==> src/rtl/clock_sched_pkg.sv <==
// Shared types and constants for the clock-enable scheduler.
// Divisor type, config FSM states and fabric clock period.
package clock_sched_pkg;

  localparam int MasterPeriodNs = 8;
  localparam int DefDivWidth    = 16;

  typedef logic [DefDivWidth-1:0] divisor_t;

  typedef enum logic [1:0] {
    IDLE,
    PENDING,
    APPLIED
  } cfg_state_e;

endpackage

==> src/rtl/tick_counter.sv <==
// One tick channel: divisor register, period counter and registered tick.
// A load or sync restarts the period from count 0.
module tick_counter
  import clock_sched_pkg::*;
#(
  parameter int DivWidth       = DefDivWidth,
  parameter int DefaultDivisor = 0
) (
  input  logic                MasterClock,
  input  logic                Reset,
  input  logic                LoadEn,
  input  logic [DivWidth-1:0] LoadDiv,
  input  logic                Sync,
  output logic [DivWidth-1:0] Div,
  output logic                Tick,
  output logic                AtBoundary
);

  localparam logic [DivWidth-1:0] ResetDiv = DivWidth'(DefaultDivisor);
  localparam logic [DivWidth-1:0] One      = DivWidth'(1);

  logic [DivWidth-1:0] count;
  logic                divZero;
  logic                lastCount;
  logic                terminal;

  assign divZero   = (Div == '0);
  assign lastCount = (count == (Div - One));
  assign terminal  = !divZero && lastCount && !Sync;
  assign AtBoundary = divZero || lastCount || Sync;

  // Divisor load, period counting and the tick one cycle after terminal count
  always_ff @(posedge MasterClock or posedge Reset) begin
    if (Reset) begin
      Div   <= ResetDiv;
      count <= '0;
      Tick  <= 1'b0;
    end else begin
      Tick <= terminal;
      if (LoadEn) begin
        Div <= LoadDiv;
      end
      if (Sync || LoadEn || terminal || divZero) begin
        count <= '0;
      end else begin
        count <= count + One;
      end
    end
  end

endmodule

==> src/rtl/clock_enable_scheduler.sv <==
// Multi-channel clock-enable generator with a valid/ready divisor config port.
// Define CLOCK_SCHED_SYNC_EN to add the SyncPulse phase-alignment input.
module clock_enable_scheduler
  import clock_sched_pkg::*;
#(
  parameter int NumChannels    = 4,
  parameter int DivWidth       = DefDivWidth,
  parameter int DefaultDivisor = 0,
  localparam int ChanWidth     = (NumChannels > 1) ? $clog2(NumChannels) : 1
) (
  input  logic                   MasterClock,
  input  logic                   Reset,
  input  logic                   CfgValid,
  output logic                   CfgReady,
  input  logic [ChanWidth-1:0]   CfgChannel,
  input  logic [DivWidth-1:0]    CfgDivisor,
  output logic                   CfgApplied,
`ifdef CLOCK_SCHED_SYNC_EN
  input  logic                   SyncPulse,
`endif
  output logic [NumChannels-1:0] ChannelTick,
  output logic [NumChannels-1:0] ChannelActive
);

  localparam logic [ChanWidth:0] NumCh = (ChanWidth + 1)'(NumChannels);

  cfg_state_e state;
  cfg_state_e nextState;

  logic [ChanWidth-1:0] pendCh;
  logic [DivWidth-1:0]  pendDiv;
  logic                 accept;
  logic                 inRange;
  logic                 syncIn;
  logic                 pendBoundary;

  logic [NumChannels-1:0]               bnd;
  logic [NumChannels-1:0]               loadVec;
  logic [NumChannels-1:0][DivWidth-1:0] chDiv;

`ifdef CLOCK_SCHED_SYNC_EN
  assign syncIn = SyncPulse;
`else
  assign syncIn = 1'b0;
`endif

  assign accept       = CfgValid && (state == IDLE);
  assign inRange      = ({1'b0, CfgChannel} < NumCh);
  assign pendBoundary = bnd[pendCh];

  // Config state register
  always_ff @(posedge MasterClock or posedge Reset) begin
    if (Reset) begin
      state <= IDLE;
    end else begin
      state <= nextState;
    end
  end

  // Capture the accepted in-range request
  always_ff @(posedge MasterClock or posedge Reset) begin
    if (Reset) begin
      pendCh  <= '0;
      pendDiv <= '0;
    end else if (accept && inRange) begin
      pendCh  <= CfgChannel;
      pendDiv <= CfgDivisor;
    end
  end

  // Next state: out-of-range requests are swallowed in IDLE
  always_comb begin
    nextState = state;
    unique case (state)
      IDLE:    if (accept && inRange) nextState = PENDING;
      PENDING: if (pendBoundary) nextState = APPLIED;
      APPLIED: nextState = IDLE;
      default: nextState = IDLE;
    endcase
  end

  // Outputs and the one-hot load strobe for the pending channel
  always_comb begin
    CfgReady   = (state == IDLE);
    CfgApplied = (state == APPLIED);
    loadVec    = '0;
    if (state == PENDING && pendBoundary) begin
      loadVec[pendCh] = 1'b1;
    end
  end

  for (genvar g = 0; g < NumChannels; g++) begin : gCh
    tick_counter #(
      .DivWidth       (DivWidth),
      .DefaultDivisor (DefaultDivisor)
    ) uCnt (
      .MasterClock (MasterClock),
      .Reset       (Reset),
      .LoadEn      (loadVec[g]),
      .LoadDiv     (pendDiv),
      .Sync        (syncIn),
      .Div         (chDiv[g]),
      .Tick        (ChannelTick[g]),
      .AtBoundary  (bnd[g])
    );
    assign ChannelActive[g] = (chDiv[g] != '0);
  end

endmodule

==> config.mk <==
export PLATFORM = sky130hd
export DESIGN_NAME = clock_enable_scheduler
export DESIGN_NICKNAME = d
export VERILOG_FILES = /design/src/rtl/clock_sched_pkg.sv /design/src/rtl/tick_counter.sv /design/src/rtl/clock_enable_scheduler.sv
export SDC_FILE = /design/constraint.sdc
export NUM_CORES = 1
export LEC_CHECK = 0
export BUFFER_PORTS_ARGS = -buffer_cell sky130_fd_sc_hd__clkbuf_2
export CORE_UTILIZATION = 44
export DETAILED_ROUTE_END_ITERATION = 6
export PLACE_DENSITY = 0.67
export SLEW_MARGIN = 20
export SYNTH_ARGS = -nofsm -noshare
export SYNTH_HDL_FRONTEND = slang
export SYNTH_HIERARCHICAL = 1
export SYNTH_SLANG_ARGS = --single-unit
==> constraint.sdc <==
create_clock -name MasterClock -period 4.8 [get_ports MasterClock]
set_clock_uncertainty 0.2 [all_clocks]
set_input_delay 0.48 -clock MasterClock [delete_from_list [all_inputs] [get_ports MasterClock]]
set_output_delay 0.48 -clock MasterClock [all_outputs]
set_load 0.02 [all_outputs]
==> results of run 1 <==
[synth_stat cells, drive strengths merged, types with 20 or more instances]
| master | count |
|---|---|
| buf | 21 |
| nor2 | 39 |
| nand2 | 48 |
| inv | 26 |
| nand4 | 26 |
| mux2 | 71 |
| nor4 | 100 |
| dfrtp | 152 |
| nor3 | 28 |
| clkbuf | 34 |
| xor2 | 58 |
| o21ai | 20 |
| xnor2 | 67 |
| nand3 | 32 |
[power groups by stage]
stage	clock network, mW	registers (mW)	logic, mW
after CTS	1.31	2.45	1.98
after floorplan	0	2.08	1.79
after global placement	0	2.47	1.92
final	1.28	2.46	1.99
after global routing	1.37	2.54	2.22
after detailed placement	0	2.47	1.95
[per-layer routing]
layer | vias up | routed length [µm] | track usage [%]
met5 | - | 0 | 0
met4 | 0 | 308 | 6.61
met3 | 25 | 1090 | 4.50
met2 | 174 | 9500 | 31.0
met1 | 3478 | 10700 | 31.1
li1 | 3417 | - | -
[area by class of cell]
type	count	area (µm²)
clock buffer	17	425
clock inverter	15	131
fill	1864	10200
inverter	26	97.6
multi-input combinational	684	5060
sequential	152	3800
tap	270	338
timing repair buffer	46	280
[logic make-up (layout without fill, tap and decap cells)]
| family | count (synthesis) | in the layout | share of synthesized area [%] |
|---|---|---|---|
| other | 1 | 4 | 0.0407 |
| flip-flops | 152 | 152 | 41.3 |
| AO/OA/AOI/OAI | 103 | 103 | 8.31 |
| multiplexers | 73 | 73 | 9.44 |
| buffers and inverters | 81 | 104 | 4.30 |
| adder cells (fa/ha/maj) | 12 | 12 | 1.63 |
| XOR/XNOR | 125 | 125 | 11.9 |
| AND/OR/NAND/NOR | 367 | 367 | 23.1 |
[state kept, by name (all words and copies together) (netlist names)]
register / cells
gCh.uCnt/Tick: 4
gCh.uCnt/count: 64
pendCh: 2
gCh.uCnt/Div: 64
state: 2
pendDiv: 16
[worst register-to-register path: cells and delay by family (launching register included)]
family,cells,cell delay [ps]
flip-flops,1,480
buffers and inverters,2,530
multiplexers,1,400
AO/OA/AOI/OAI,2,550
AND/OR/NAND/NOR,6,1570
adder cells (fa/ha/maj),1,300
[timing repair]
item,4_1_cts,5_1_grt
endpoints found under the hold margin,1,0
hold buffers,1,0
resized for setup,0,0
[path summary, 6_finish.rpt]
check                                        end            startpoint
setup / recovery              gCh[1].uCnt/Div[5]    gCh[1].uCnt/Div[0]
hold / removal                       pendDiv[12]        CfgDivisor[12]
setup reg to reg              gCh[1].uCnt/Div[5]    gCh[1].uCnt/Div[0]
hold reg to reg             gCh[3].uCnt/count[0]  gCh[3].uCnt/count[0]
max in group asynchronous               state[1]                 Reset
min in group asynchronous  gCh[0].uCnt/count[12]                 Reset
[placed cells by master (no fill, tap or decap), types with 4 or more instances in the layout]
cell / Yosys / routed
nand2b_1: 7 / 7
a211o_1: 6 / 6
nand3b_1: 6 / 6
inv_1: 26 / 26
nand4_1: 26 / 26
or3_1: 13 / 13
inv_6: 0 / 7
xnor2_1: 67 / 67
a31oi_1: 6 / 6
mux2_2: 61 / 61
xor2_1: 58 / 58
nor3_1: 28 / 27
dfrtp_1: 152 / 152
clkbuf_16: 0 / 17
or4_1: 5 / 5
nand3_1: 32 / 32
nor3b_1: 5 / 4
o211ai_1: 4 / 4
or4_4: 4 / 4
a211oi_1: 8 / 8
o21ai_0: 20 / 20
nor4b_1: 6 / 5
buf_4: 1 / 14
mux2_4: 10 / 10
or2_2: 7 / 7
o22ai_1: 6 / 6
nor2_1: 39 / 38
and3_1: 15 / 15
a21oi_1: 15 / 15
ha_1: 12 / 12
o21bai_1: 7 / 7
clkbuf_2: 4 / 30
a21o_1: 6 / 6
nor4_1: 99 / 99
conb_1: 1 / 4
clkinv_4: 0 / 4
nand2_1: 48 / 48
==> flow_summary.rst, run 1 <==
.. list-table::
   :header-rows: 1

   * - Metric
     - Value
   * - Final ANT Viol Nets
     - 0
   * - Proportion of layout cells with a drive suffix above 1
     - 19.0%
   * - Final-layout setup total negative slack
     - 0 ps
   * - Placement Rows
     - 52
   * - Internal power
     - ~3.4 mW
   * - Detailed-placement wirelength estimate
     - 14800 µm
   * - Transition time of the tightest slew-check pin
     - 866 ps
   * - Die Ht
     - 147 µm
   * - Antenna violations before repair
     - 0
   * - Count of max-cap constraint violations
     - 0
   * - Final Hold Violating Endpoints
     - 0
   * - Utilization after layout
     - 49.8%
   * - Placed inst area
     - between 9000 and 10000 µm²
   * - Unrepaired setup endpoints after global routing
     - no
   * - CP required
     - slightly below 5000 ps
   * - Setup violations, final
     - 0
   * - Number of flip-flops and latches in the synthesized netlist
     - around 150
   * - Leading register cell type out of synthesis
     - dfrtp_1
   * - Maximum number of pins on one net before global-route repair
     - 36
   * - Number of placed instances, taps included
     - 1176
   * - Share of the cycle needed by the critical path after routing
     - between 80% and 90%
   * - Number of buffer and inverter instances along the worst setup path
     - 2
   * - Relative contribution of the clock network to total power
     - 22.3%
   * - Worst hold margin
     - 72.1 ps
   * - Final std cell area, no fill
     - approximately 10000 µm²
   * - EDFF count, synth
     - 0
   * - Proportion of synthesized chip area in sequential cells
     - 41.3%
   * - Antenna diode count
     - 0
   * - Gate count of the mapped netlist
     - 914
   * - Clock root buffer
     - clkbuf_16
   * - Global route total overflow
     - 0
   * - Headroom to the max-slew limit
     - between 40% and 50%
   * - Number of remaining DRC errors
     - 0
   * - DR iter-0 viols
     - 540
   * - Top fanout value on the critical path
     - 35
   * - Wirelength, routed
     - 21600 µm
   * - Netlist area before placement
     - 9220 µm²
   * - Vias after detailed routing
     - about 7100
   * - Worst IR Drop VDD
     - 301 µV
   * - Power share of the sequential group
     - 42.9%
   * - Number of stages on the worst hold path
     - 2
   * - Pwr Density
     - roughly 560 nW/µm²
   * - Area added between synthesis and finish
     - 9.95%
   * - Post-synthesis average cell area
     - 10.1 µm²
   * - CP arrival
     - 4270 ps
   * - Clock period minus worst slack
     - 4150 ps
   * - Initial core utilization
     - 45.3%
   * - Fin. max-slew vios
     - 0
   * - Critical path type
     - reg -> reg
   * - Post-placement setup slack
     - between 700 and 800 ps
   * - Number of global-route vias before repair
     - around 6800
   * - Cell-by-cell trace of the critical path
     - inv_1 > ha_1 > or4b_1 > or3b_1 > a211oi_1 > nor3_1 > a2111oi_4 > or2_2 > nand2_1 > nor3_2 > buf_4 > mux2_2
   * - Net Sw Frac
     - 41.3%
   * - Global-route usage over all layers
     - 21.2%
   * - Unique masters post-synth
     - a little under 70
   * - I/O pins
     - 31
   * - Number of cells in the finished layout apart from fillers
     - 1210
   * - Nature of the critical path endpoint
     - flop
   * - Number of nets in the layout
     - 960
   * - Die boundary width
     - about 150 µm
   * - Final worst setup slack
     - about 650 ps
   * - Element type at the critical path start
     - flop
   * - Critical Path Stages
     - 12
   * - Top post-synthesis cells by area
     - dfrtp_1 41%, mux2_2 7.5%, nor4_1 6.7%
   * - Via density per instance
     - 5.86
   * - Core area
     - 20400 µm²
   * - Area fraction of the dominant cell type after synthesis
     - 41.3%
   * - RePlAce Congestion
     - 0.898
   * - Power Total
     - 5.72 mW
   * - Clock transition at the registers of the reported paths
     - 70 ps
   * - Num Clock Sinks
     - 152
   * - First-pass GRT wire length
     - 35900 µm
   * - Worst reg-to-reg path cell count
     - 12
   * - TritonCTS clock tree
     - built
   * - Fraction of registers with async set or reset after synthesis
     - 100%
   * - Post-CTS setup buffers
     - 0
   * - Routed wirelength normalized by instance count
     - 17.8 µm
   * - Yosys warns
     - 6
   * - Reg2reg setup slack
     - 650 ps
   * - CP top delay family
     - simple AND/OR/NAND/NOR gates
   * - Clock network latency to the later pin of the worst-skew pair
     - 440 ps
   * - Leak Pwr
     - 4.02 nW
   * - Area of the die
     - 21500 µm²
   * - Critical Path Slowest Stage Cell
     - or4b_1
   * - Largest area contributor in the netlist
     - dfrtp_1
   * - Run status
     - finished clean
   * - Buffers from clock root to sink, at most
     - 2
   * - Min-Delay Path Class
     - in -> reg
   * - CTS HTree Levels
     - 4
   * - IO buf count
     - 30
   * - Clock buffers created by TritonCTS
     - 17
   * - Drt pass-1 iters
     - 5
   * - Switching component of the power
     - 2.36 mW
   * - Worst path max stage delay
     - 630 ps
   * - Comb pwr share
     - 34.8%
   * - Max Fclk
     - about 240 MHz
(Power assumes the default switching activity.)
==> run 2, diff against run 1 <==
--- a/config.mk
+++ b/config.mk
@@ -8,6 +8,7 @@
 export BUFFER_PORTS_ARGS = -buffer_cell sky130_fd_sc_hd__clkbuf_2
 export CORE_UTILIZATION = 44
 export DETAILED_ROUTE_END_ITERATION = 6
+export GPL_TIMING_DRIVEN = 0
 export PLACE_DENSITY = 0.67
 export SLEW_MARGIN = 20
 export SYNTH_ARGS = -nofsm -noshare
==> flow_summary.rst, run 2 (synthesis gave the netlist of run 1 again) <==
.. list-table::
   :header-rows: 1

   * - Metric
     - Value
   * - GRT met3 Usage
     - a little under 4%
   * - Pwr Density
     - 568 nW/µm²
   * - Post-placement setup slack
     - -388 ps
   * - Wirelength, routed
     - 22600 µm
   * - Worst hold margin
     - 45.1 ps
   * - Top fanout value on the critical path
     - 10
   * - Number of cells in the finished layout apart from fillers
     - 1252
   * - CP arrival
     - roughly 4600 ps
   * - CP top delay family
     - simple AND/OR/NAND/NOR gates
   * - Drt pass-1 iters
     - 5
   * - Filler cells
     - 1900
   * - I/O pins
     - 31
   * - Clock root buffer
     - clkbuf_16
   * - Final ANT Viol Nets
     - 0
   * - Area used by sequential logic in the layout
     - between 3000 and 4000 µm²
   * - Met1 capacity usage during global routing
     - 31.1%
   * - Final Hold Violating Endpoints
     - 0
   * - Leak Pwr
     - 4.10 nW
   * - Number of nets in the layout
     - 1002
   * - Highest-count cells in the layout ignoring fill and taps
     - 152 x dfrtp_1, 99 x nor4_1, 67 x xnor2_1, 61 x mux2_2, 58 x xor2_1
   * - Number of placed instances, taps included
     - 1217
   * - First-pass GRT wire length
     - 37100 µm
   * - Global-route usage over all layers
     - between 20% and 30%
   * - Max Fclk
     - 222 MHz
   * - Critical path type
     - reg -> reg
   * - Internal power
     - 3.50 mW
   * - Num Clock Sinks
     - 152
   * - Vias after detailed routing
     - 7346
   * - Antenna violations before repair
     - 0
   * - Die boundary width
     - ~150 µm
   * - CP required
     - 4920 ps
   * - Routed wirelength normalized by instance count
     - 18.0 µm
   * - Net Sw Frac
     - between 40% and 50%
   * - CTS HTree Levels
     - 4
   * - Die Ht
     - 147 µm
   * - Global route total overflow
     - 0
   * - Min-Delay Path Class
     - in -> async
   * - Clock buffers created by TritonCTS
     - 17
   * - Detailed-placement wirelength estimate
     - 15700 µm
   * - Proportion of layout cells with a drive suffix above 1
     - 18.9%
   * - Area added between synthesis and finish
     - 12.1%
   * - Initial core utilization
     - 45.3%
   * - Placement Rows
     - 52
   * - Combined area of the multi-input logic cells
     - 5030 µm²
   * - TritonCTS clock tree
     - built
   * - Cell-by-cell trace of the critical path
     - clkbuf_1 > inv_1 > ha_1 > or4b_1 > clkbuf_1 > or3b_1 > a211oi_1 > nor3_1 > a2111oi_4 > or2_2 > nor3b_1 > clkbuf_1 > buf_2 > mux2_2
   * - Run status
     - finished clean
   * - Clock transition at the registers of the reported paths
     - 60 ps
   * - Nature of the critical path endpoint
     - flop
   * - Most frequent standard cell in the layout excluding fill and tap cells
     - dfrtp_1
   * - Area of the die
     - 21500 µm²
   * - Count of max-cap constraint violations
     - 0
   * - Element type at the critical path start
     - flop
   * - Fin. max-slew vios
     - 0
   * - Power share of the sequential group
     - 40.0%
   * - Critical Path Slowest Stage Cell
     - or4b_1
   * - Maximum number of pins on one net before global-route repair
     - 34
   * - Final worst setup slack
     - 295 ps
   * - GRT Max-Usage Layer
     - met2
   * - Headroom to the max-slew limit
     - 43.3%
   * - Core area
     - 20400 µm²
   * - Transition time of the tightest slew-check pin
     - between 800 and 900 ps
   * - Met2 track utilization from global routing
     - 33.5%
   * - Utilization after layout
     - 50.7%
   * - Comb pwr share
     - 37.3%
   * - RePlAce Congestion
     - 0.881
   * - Relative contribution of the clock network to total power
     - between 20% and 30%
   * - Buffers from clock root to sink, at most
     - 2
   * - Number of buffer and inverter instances along the worst setup path
     - 5
   * - Number of global-route vias before repair
     - 7101
   * - Most common cell type on the critical path
     - clkbuf_1
   * - Switching component of the power
     - 2.37 mW
   * - Via density per instance
     - 5.87
   * - Setup violations, final
     - 0
   * - Worst IR Drop VDD
     - 273 µV
   * - DR iter-0 viols
     - 592
   * - Unrepaired setup endpoints after global routing
     - no
   * - Clock network latency to the later pin of the worst-skew pair
     - 440 ps
   * - Worst path max stage delay
     - 470 ps
   * - Antenna diode count
     - 0
   * - Largest registers in the final layout
     - gCh.uCnt/Div (64), gCh.uCnt/count (64), pendDiv (16)
   * - Number of remaining DRC errors
     - 0
   * - Share of the cycle needed by the critical path after routing
     - 93.9%
   * - IO buf count
     - 30
   * - Clock period minus worst slack
     - 4510 ps
-- run 2: cell type report --
type	instances	area share, %
multi-input combinational	684	48.7
clock inverter	14	1.48
sequential	152	36.8
clock buffer	18	4.15
inverter	26	0.945
buffer	55	2.96
tap	270	3.27
timing repair buffer	33	1.67
-- run 2: stage by stage --
stage | TNS [ps] | power (mW) | cell area [µm²]
after floorplan | 0 | 3.88 | 9230
after global placement | -6770 | 4.45 | 9710
after detailed placement | -8820 | 4.50 | 9710
after CTS | 0 | 5.87 | 10300
after global routing | 0 | 6.23 | 10300
final | 0 | 5.87 | 10300
-- run 2: worst register-to-register path: stages, from the launching register on --
cell and delay (ps):
dfrtp_1 380, clkbuf_1 210, inv_1 180, ha_1 320, or4b_1 470, clkbuf_1 200, or3b_1 390, a211oi_1 220
nor3_1 110, a2111oi_4 260, or2_2 190, nor3b_1 170, clkbuf_1 370, buf_2 350, mux2_2 370
-- run 2: worst paths after layout --
| path | start | to | slack [ps] | depth (start not counted) |
|---|---|---|---|---|
| setup / recovery | gCh[2].uCnt/Div[0] | gCh[2].uCnt/Div[4] | 290 | 14 |
| hold / removal | Reset | gCh[2].uCnt/count[8] | 50 | 2 |
| setup reg to reg | gCh[2].uCnt/Div[0] | gCh[2].uCnt/Div[4] | 290 | 14 |
| hold reg to reg | gCh[3].uCnt/count[0] | gCh[3].uCnt/count[0] | 340 | 1 |
| max in group asynchronous | Reset | state[0] | 3780 | 2 |
| min in group MasterClock | CfgChannel[0] | pendCh[0] | 70 | 2 |
-- run 2: power by group through the flow --
stage | logic, mW | registers, mW | clock network (mW)
3_3_place_gp | 2.09 | 2.36 | 0
4_1_cts | 2.16 | 2.34 | 1.36
2_1_floorplan | 1.79 | 2.08 | 0
5_1_grt | 2.39 | 2.42 | 1.41
6_report | 2.19 | 2.35 | 1.34
3_5_place_dp | 2.13 | 2.36 | 0
-- run 2: routing by layer --
| layer | up-vias | part of all wire [%] |
|---|---|---|
| li1 | 3480 | - |
| met1 | 3654 | 48 |
| met2 | 184 | 45 |
| met3 | 28 | 4.9 |
| met4 | 0 | 1.7 |
| met5 | - | 0 |
-- run 2: timing repair --
item / in CTS / in global routing
hold buffers: 0 / 0
setup buffers: 3 / 0
endpoints found under the setup margin: 50 / 18
pin swaps: 3 / 0
resized for setup: 3 / 4
==> run 3, diff against run 2 <==
--- a/config.mk
+++ b/config.mk
@@ -5,7 +5,7 @@
 export SDC_FILE = /design/constraint.sdc
 export NUM_CORES = 1
 export LEC_CHECK = 0
-export BUFFER_PORTS_ARGS = -buffer_cell sky130_fd_sc_hd__clkbuf_2
+export BUFFER_PORTS_ARGS = -buffer_cell sky130_fd_sc_hd__buf_2
 export CORE_UTILIZATION = 44
 export DETAILED_ROUTE_END_ITERATION = 6
 export GPL_TIMING_DRIVEN = 0
==> flow_summary.rst, run 3 (synthesis gave the netlist of run 1 again) <==
.. list-table::
   :header-rows: 1

   * - Metric
     - Value
   * - Highest-count cells in the layout ignoring fill and taps
     - 152 x dfrtp_1, 99 x nor4_1, 67 x xnor2_1, 61 x mux2_2, 58 x xor2_1
   * - Buffers from clock root to sink, at most
     - 2
   * - Number of nets in the layout
     - 1002
   * - Worst path max stage delay
     - 460 ps
   * - Global-route usage over all layers
     - 21.7%
   * - Proportion of layout cells with a drive suffix above 1
     - 18.7%
   * - CTS HTree Levels
     - 4
   * - Clock network latency to the later pin of the worst-skew pair
     - approximately 430 ps
   * - Headroom to the max-slew limit
     - between 40% and 50%
   * - Element type at the critical path start
     - flop
   * - Die boundary width
     - 147 µm
   * - DR iter-0 viols
     - 535
   * - Most common cell type on the critical path
     - clkbuf_1
   * - Max Fclk
     - 221 MHz
   * - Area added between synthesis and finish
     - 12.5%
   * - Power Total
     - about 6.0 mW
   * - I/O pins
     - 31
   * - First-pass GRT wire length
     - between 30000 and 40000 µm
   * - Num Clock Sinks
     - 152
   * - Leak Pwr
     - 4.13 nW
   * - Pwr Density
     - between 500 and 600 nW/µm²
   * - Filler cells
     - approximately 1800
   * - Top fanout value on the critical path
     - 10
   * - Placement Rows
     - 52
   * - Vias after detailed routing
     - about 7200
   * - Clock root buffer
     - clkbuf_16
   * - Placed inst area
     - 9710 µm²
   * - IO buf count
     - 30
   * - TritonCTS clock tree
     - built
   * - Initial core utilization
     - between 40% and 50%
   * - Number of remaining DRC errors
     - 0
   * - CP arrival
     - 4640 ps
   * - Die Ht
     - 147 µm
   * - Via density per instance
     - between 5 and 6
   * - Worst hold margin
     - about 36 ps
   * - RePlAce Congestion
     - between 0.8 and 0.9
   * - Setup violations, final
     - 0
   * - Critical path type
     - reg -> reg
   * - Drt pass-1 iters
     - 7
   * - Clock period minus worst slack
     - between 4000 and 5000 ps
   * - Unrepaired setup endpoints after global routing
     - no
   * - Run status
     - finished clean
   * - CP required
     - 4910 ps
   * - Nature of the critical path endpoint
     - flop
   * - Number of global-route vias before repair
     - roughly 7000
   * - Critical Path Slowest Stage Cell
     - or4b_1
   * - Min-Delay Path Class
     - in -> async
   * - Transition time of the tightest slew-check pin
     - 845 ps
   * - Detailed-placement wirelength estimate
     - 15600 µm
   * - Global route total overflow
     - 0
   * - Worst IR Drop VDD
     - roughly 280 µV
   * - Final Hold Violating Endpoints
     - 0
   * - Most frequent standard cell in the layout excluding fill and tap cells
     - dfrtp_1
   * - Routed wirelength normalized by instance count
     - 17.8 µm
   * - Antenna violations before repair
     - 0
   * - Hold-fix buffers at CTS
     - 0
   * - Largest registers in the final layout
     - gCh.uCnt/Div (64), gCh.uCnt/count (64), pendDiv (16)
   * - Worst reg-to-reg path cell count
     - 14
   * - Cell-by-cell trace of the critical path
     - clkbuf_1 > inv_1 > ha_1 > or4b_1 > clkbuf_1 > or3b_1 > a211oi_1 > nor3_1 > a2111oi_4 > or2_2 > nor3b_1 > clkbuf_1 > buf_2 > mux2_2
   * - Share of the cycle needed by the critical path after routing
     - 94.3%
   * - Final ANT Viol Nets
     - 0
   * - Final std cell area, no fill
     - 10400 µm²
   * - Antenna diode count
     - 0
   * - Fin. max-slew vios
     - 0
   * - Wirelength, routed
     - 22300 µm
   * - Area of the die
     - ~22000 µm²
   * - Clock transition at the registers of the reported paths
     - 60 ps
   * - Clock buffers created by TritonCTS
     - 17
   * - Maximum number of pins on one net before global-route repair
     - 34
   * - Core area
     - 20400 µm²
   * - Count of max-cap constraint violations
     - 0
run 3: changes by cell type in the layout (fill, tap and decap cells not counted), sizes merged:
cell and delta:
clkinv -2, buf +30, clkinvlp -4, inv -1
clkbuf -25, bufinv +2
run 3: layer usage:
metal | up-vias | routed length [µm] | GRT usage (%)
met2 | 149 | 10200 | 33.6
met5 | - | 0 | 0
met3 | 19 | 961 | 4.01
li1 | 3493 | - | -
met4 | 0 | 270 | 5.31
met1 | 3577 | 10900 | 31.4
run 3: what timing repair did:
action / in CTS / in global routing
setup buffers: 2 / 1
pin swaps: 3 / 1
setup endpoints to repair: 64 / 47
gates resized for setup: 3 / 4
run 3: worst paths after layout:
kind                                           start                    end  slack [ps]
min in group MasterClock              CfgDivisor[10]            pendDiv[10]          80
worst max-delay path              gCh[2].uCnt/Div[0]     gCh[2].uCnt/Div[5]         270
worst min register to register  gCh[3].uCnt/count[0]   gCh[3].uCnt/count[0]         350
max in group asynchronous                      Reset            pendDiv[12]        3780
worst min-delay path                           Reset  gCh[0].uCnt/count[11]          40
worst max register to register    gCh[2].uCnt/Div[0]     gCh[2].uCnt/Div[5]         270
run 3: critical path: cells and delay by family (launching register included):
family	cells	cell delay, ps
adder cells (fa/ha/maj)	1	300
multiplexers	1	380
buffers and inverters	5	1280
AND/OR/NAND/NOR	5	1330
AO/OA/AOI/OAI	2	530
flip-flops	1	380
run 3: where the power goes:
part	leakage, nW	switching [mW]	internal, mW
Clock	0.311	0.523	0.907
Combinational	1.86	1.10	1.08
Sequential	1.96	0.699	1.66
run 3: per-stage QoR:
| step | std cells | TNS (ps) | utilization [%] | setup slack [ps] |
|---|---|---|---|---|
| 3_5_place_dp | 1217 | -10170 | 47.7 | -404 |
| 4_1_cts | 1251 | 0 | 50.9 | 68.1 |
| 5_1_grt | 1252 | 0 | 50.9 | 22.6 |
| 6_report | 1252 | 0 | 50.9 | 274 |
| 3_3_place_gp | 1217 | -6770 | 47.7 | -314 |
| 2_1_floorplan | 917 | 0 | - | 501 |
run 3: final cells by class:
| type | instances | area [µm²] | area share, % |
|---|---|---|---|
| Inverter | 26 | 97.6 | 0.941 |
| Clock buffer | 23 | 478 | 4.61 |
| Clock inverter | 9 | 145 | 1.40 |
| Timing Repair Buffer | 33 | 173 | 1.66 |
| Multi-Input combinational cell | 684 | 5030 | 48.5 |
| Tap cell | 270 | 338 | 3.26 |
| Buffer | 55 | 305 | 2.94 |
| Sequential cell | 152 | 3800 | 36.7 |
